--- config.mk ---
export PLATFORM = sky130hd
export DESIGN_NAME = urand_pair_src
export DESIGN_NICKNAME = d
export VERILOG_FILES = /design/src/rtl/urand_pkg.sv /design/src/rtl/u52_to_f64.sv /design/src/rtl/urand_pair_src.sv
export SDC_FILE = /design/constraint.sdc
export NUM_CORES = 1
export LEC_CHECK = 0
export BUFFER_PORTS_ARGS = -buffer_cell sky130_fd_sc_hd__buf_2
export CAP_MARGIN = 20
export CELL_PAD_IN_SITES_DETAIL_PLACEMENT = 0
export CELL_PAD_IN_SITES_GLOBAL_PLACEMENT = 2
export CORE_MARGIN = 2
export CORE_UTILIZATION = 36
export CTS_CLUSTER_SIZE = 12
export DETAILED_ROUTE_END_ITERATION = 10
export PLACE_DENSITY_LB_ADDON = 0.1
export SLEW_MARGIN = 30
export SYNTH_ARGS = -nofsm -noshare
export SYNTH_HDL_FRONTEND = slang
export SYNTH_HIERARCHICAL = 1
export SYNTH_SLANG_ARGS = --single-unit
--- constraint.sdc ---
create_clock -name clk -period 8.78 [get_ports clk]
set_clock_uncertainty 0.1 [all_clocks]
set_input_delay 0.439 -clock clk [delete_from_list [all_inputs] [get_ports clk]]
set_output_delay 0.439 -clock clk [all_outputs]
set_load 0.1 [all_outputs]
--- src/rtl/urand_pkg.sv ---
// urand_pkg: shared constants, FSM states and xorshift64 step for the uniform pair source
package urand_pkg;
    localparam logic [63:0] DEFAULT_SEED = 64'h9E3779B97F4A7C15;
    localparam int F64_BIAS = 1023;
    localparam int MANT_W = 52;
    typedef enum logic [1:0] {IDLE, GEN1, GEN2, GAPW} state_t;
    function automatic logic [63:0] xs64_step(input logic [63:0] v);
        logic [63:0] t;
        t = v ^ (v << 13);
        t = t ^ (t >> 7);
        t = t ^ (t << 17);
        return t;
    endfunction
endpackage

--- src/rtl/u52_to_f64.sv ---
// u52_to_f64: maps a 52-bit fraction to the exact normalised double m*2^-52 (m==0 treated as 1)
module u52_to_f64 import urand_pkg::*; (
    input  logic [MANT_W-1:0] m_in,
    output logic [63:0]       f
);
    logic [MANT_W-1:0] m;
    logic [MANT_W-1:0] sh;
    logic [5:0]        p;
    logic [10:0]       e;
    always_comb begin
        m = (m_in == '0) ? {{(MANT_W-1){1'b0}}, 1'b1} : m_in;
        p = '0;
        for (int i = 0; i < MANT_W; i++) p = m[i] ? 6'(i) : p;
        sh = m << (6'(MANT_W) - p);
        e = 11'(F64_BIAS - MANT_W) + {5'b0, p};
        f = {1'b0, e, sh};
    end
endmodule

--- src/rtl/urand_pair_src.sv ---
// urand_pair_src: credit-limited source of uniform double pairs for the Box-Muller block
module urand_pair_src import urand_pkg::*; #(
    parameter int          MAX_INFLIGHT = 512,
    parameter int          GAP          = 0,
    parameter logic [63:0] DEFAULT_SEED = urand_pkg::DEFAULT_SEED
) (
    input  logic        clk,
    input  logic        rst,
    input  logic        seed_load,
    input  logic [63:0] seed,
    input  logic        start,
    input  logic [15:0] n_pairs,
    input  logic        pushout_rtn,
    output logic        pushin,
    output logic [63:0] U1,
    output logic [63:0] U2,
    output logic        busy,
    output logic        done,
    output logic [10:0] inflight,
    output logic        err
);
    localparam logic [10:0] MAX_W = 11'(MAX_INFLIGHT);
    localparam logic [3:0]  GAP_W = 4'(GAP);
    state_t      state, state_n;
    logic [63:0] x, x_n, u1_n, u2_n, cf;
    logic [15:0] rem, rem_n;
    logic [3:0]  gcnt, gcnt_n;
    logic [10:0] inflight_n, infl_ret;
    logic        pushin_n, busy_n, done_n, err_n, ret, go;

    u52_to_f64 u_conv (.m_in(x[MANT_W-1:0]), .f(cf));

    always_comb begin
        state_n  = state;
        x_n      = x;
        rem_n    = rem;
        gcnt_n   = gcnt;
        u1_n     = U1;
        u2_n     = U2;
        pushin_n = 1'b0;
        busy_n   = busy;
        done_n   = 1'b0;
        go       = 1'b0;
        ret      = pushout_rtn && inflight != '0;
        infl_ret = inflight - 11'(ret);
        err_n    = err | (pushout_rtn && inflight == '0);
        case (state)
            IDLE: begin
                if (seed_load) x_n = (seed == '0) ? DEFAULT_SEED : seed;
                if (start) begin
                    done_n  = n_pairs == '0;
                    busy_n  = n_pairs != '0;
                    rem_n   = n_pairs;
                    state_n = (n_pairs == '0) ? IDLE : GEN1;
                end
            end
            GEN1: begin
                u1_n    = cf;
                x_n     = xs64_step(x);
                state_n = GEN2;
            end
            GEN2: if (infl_ret < MAX_W) begin
                go       = 1'b1;
                u2_n     = cf;
                x_n      = xs64_step(x);
                pushin_n = 1'b1;
                rem_n    = rem - 16'd1;
                gcnt_n   = '0;
                state_n  = GAPW;
            end
            GAPW: if (gcnt == GAP_W) begin
                done_n  = rem == '0;
                busy_n  = rem != '0;
                state_n = (rem == '0) ? IDLE : GEN1;
            end else gcnt_n = gcnt + 4'd1;
            default: state_n = IDLE;
        endcase
        inflight_n = infl_ret + 11'(go);
    end

    always_ff @(posedge clk or posedge rst) begin
        if (rst) begin
            state    <= IDLE;
            x        <= DEFAULT_SEED;
            rem      <= '0;
            gcnt     <= '0;
            U1       <= '0;
            U2       <= '0;
            pushin   <= 1'b0;
            busy     <= 1'b0;
            done     <= 1'b0;
            inflight <= '0;
            err      <= 1'b0;
        end else begin
            state    <= state_n;
            x        <= x_n;
            rem      <= rem_n;
            gcnt     <= gcnt_n;
            U1       <= u1_n;
            U2       <= u2_n;
            pushin   <= pushin_n;
            busy     <= busy_n;
            done     <= done_n;
            inflight <= inflight_n;
            err      <= err_n;
        end
    end
endmodule
==> qor.txt <==
Status - completed
Hold Crit Depth - 3
Synth area leader - dfrtp_1
Startpoint Class - flip-flop
Slowest CP cell - dfrtp_1
DRC - 0
Cell row count - 79
Final worst slack - 2.98 ns
Synth Flop Type - dfrtp_1
FF-to-FF End - U1[49]
Layout area overhead - 15.2%
Root Buffer - clkbuf_16
Top Ports - 228
Post-layout net count - 2146
GR Util met1 - 38.2%
Placed Cells - 2621
Initial antenna violation count - 0
HP Start - n_pairs[9]
Avg Cell Area, Syn - 8.81 sq um
CP Max Fanout - 46
Final non-filler cell total - 2677
Worst-path cell chain - nor4_1 -> a211oi_2 -> o21ai_2 -> nand3_2 -> a211o_2 -> a21boi_4 -> xnor2_4 -> buf_4 -> inv_2 -> a2111oi_0 -> nor3_1 -> o41ai_2 -> o221a_1 -> mux2_2
Post-synth EDFFs - 0
GRT Residual Overflow - 0
GP Congestion - 0.912
Setup Viol. Count Final - 0
Most used routing layer - met2
Gate Count Post-Synth - 1917
Post-route core utilization - 41.9%
CTS Sinks - 229
Layout cell share with drive strength beyond 1 - 25.7%
Worst Hold Class - input pin to flip-flop
R2r setup slk - 2.98 ns
Die Wd - 221 microns
Grt met3 use - 2.89%
Post_cts resized - 0
Total GRT Usage - 26.9%
Synth area leaders - dfrtp_1 28%, mux2_2 9.3%, xnor2_1 7.3%
Vias - 15700
Buf/Inv on CP - 2
Largest net degree at the start of global routing - 119
Number of diodes - 0
Commonest cells after routing, fill and taps aside - 227 x buf_2, 215 x nand2_1, 191 x dfrtp_1
Mapped Area - 0.0169 sq mm
Ys Warns - 6
DR vias/cell - 5.87
Synth cell types - 106
Final ANT Viol Nets - 0
Synthesized flop and latch total - 229
Tmin final - 5.80 ns
Final Cycle Share - 66.1%
Worst endpoint required time - 9.19 ns
Worst Path Arrival - 6.21 ns
Sequential-to-total area share from yosys stat - 34.2%
First-pass GRT wire length - 99.9 mm
CP Capture Type - flip-flop
Setup TNS Final - 0 ns
Crit-path leading delay family - compound AO/OA/AOI/OAI gates
TritonCTS Buffers - 28
Die Area - 0.0486 sq mm
MaxCap Viol Count - 0
Clk_lat worst skew - 0.59 ns
Area share of the largest cell type after synthesis - 28.3%
FFs w/ async S/R, synth - 100%
CTS hold repair buffers - 6
Fmax - 172 MHz
Slew Limit Fails - 0
Commonest non-fill, non-tap cell in the layout - buf_2
Vias in the first global route - 15400
Slew headroom - 30.6%
Postcts setup bufs - 0
Hold EP - rem[9]
Initial Util - 36.3%
Fill count - 4742
WL final - 66.2 mm
Biggest cell delay along the critical path - 0.67 ns
Core area - 0.0465 sq mm
Pre-CTS setup slack - 3.05 ns
RSZ-0062 raised after global routing - no
CTS tree - yes
Vert. Die Dim - 221 microns
I/O Buffers - 227
1st-pass router iterations - 6
H-tree depth - 1
Clock slew at reported path FFs - 0.06 ns
Worst slew pin tran - 1.04 ns
Iter 0 DRT Violations - 1562
CTS Buffer Depth - 3
Met2 GRT Util - 43.3%
Critical Setup Path Class - flip-flop to flip-flop
Drt wl/cell - 24.7 microns
Endpoints failing hold - 0
R2r worst-path depth - 14
DP HPWL - 47.6 mm
Reg2reg start - x[8]
-- through the flow --
stage,hold WS (ns),instance area [sq um]
CTS,0.00362,19500
floorplan,0.358,16900
global placement,0.354,18300
global route,0.0281,19500
detailed placement,0.359,18300
finish,0.0352,19500
-- final cells by class --
class | count | area, sq um | share of cell area, %
multi-input combinational | 1492 | 10300 | 52.9
sequential | 229 | 5780 | 29.7
timing repair buffer | 259 | 1410 | 7.23
clock buffer | 36 | 781 | 4.01
tap | 607 | 759 | 3.90
clock inverter | 14 | 283 | 1.45
inverter | 40 | 158 | 0.810
-- worst max path at each step --
stage,startpoint,depth (start not counted),endpoint
floorplan,rst,1,U1[0]
global placement,x[8],14,U1[49]
detailed placement,x[8],14,U1[49]
CTS,x[8],14,U1[49]
global route,x[8],14,U1[49]
finish,x[8],14,U1[49]
-- sequential cells by signal (all words and copies together) (netlist names) --
name / cells
U1: 64
U2: 64
x: 64
rem: 16
inflight: 11
gcnt: 4
state: 2
busy: 1
done: 1
err: 1
pushin: 1
-- synth_stat cells (18+ instances only) --
| cell type | instances |
|---|---|
| a211oi_1 | 29 |
| a21oi_1 | 71 |
| a221oi_1 | 20 |
| a31oi_1 | 30 |
| buf_2 | 43 |
| clkbuf_1 | 90 |
| dfrtp_1 | 191 |
| dfstp_2 | 38 |
| inv_1 | 36 |
| mux2_2 | 140 |
| mux2i_1 | 40 |
| nand2_1 | 215 |
| nand3_1 | 76 |
| nand4_1 | 18 |
| nor2_1 | 107 |
| nor3_1 | 49 |
| nor4_1 | 49 |
| o21ai_0 | 147 |
| xnor2_1 | 141 |
| xor2_1 | 36 |
-- kinds of logic after synthesis --
kind of cell / synth area share, %
compound gates: 19.5
xor+xnor: 9.28
fa+ha+maj: 0.815
buf+inv: 5.33
flops: 34.2
mux: 12.3
other cells: 0.0445
simple gates: 18.5
-- per-layer routing --
layer  routed length, microns  up-vias
met5                        0        -
met1                    30000     7801
met4                     1790        0
li1                         -     7260
met3                     3690       90
met2                    30800      563
-- worst min-delay path, cell delays in order --
cell,delay (ns)
buf_2,0.09
nand2_1,0.06
nand3_1,0.08
Power is not shown: default switching activity piles up to over one toggle a cycle in this logic, so the estimate is an artifact.
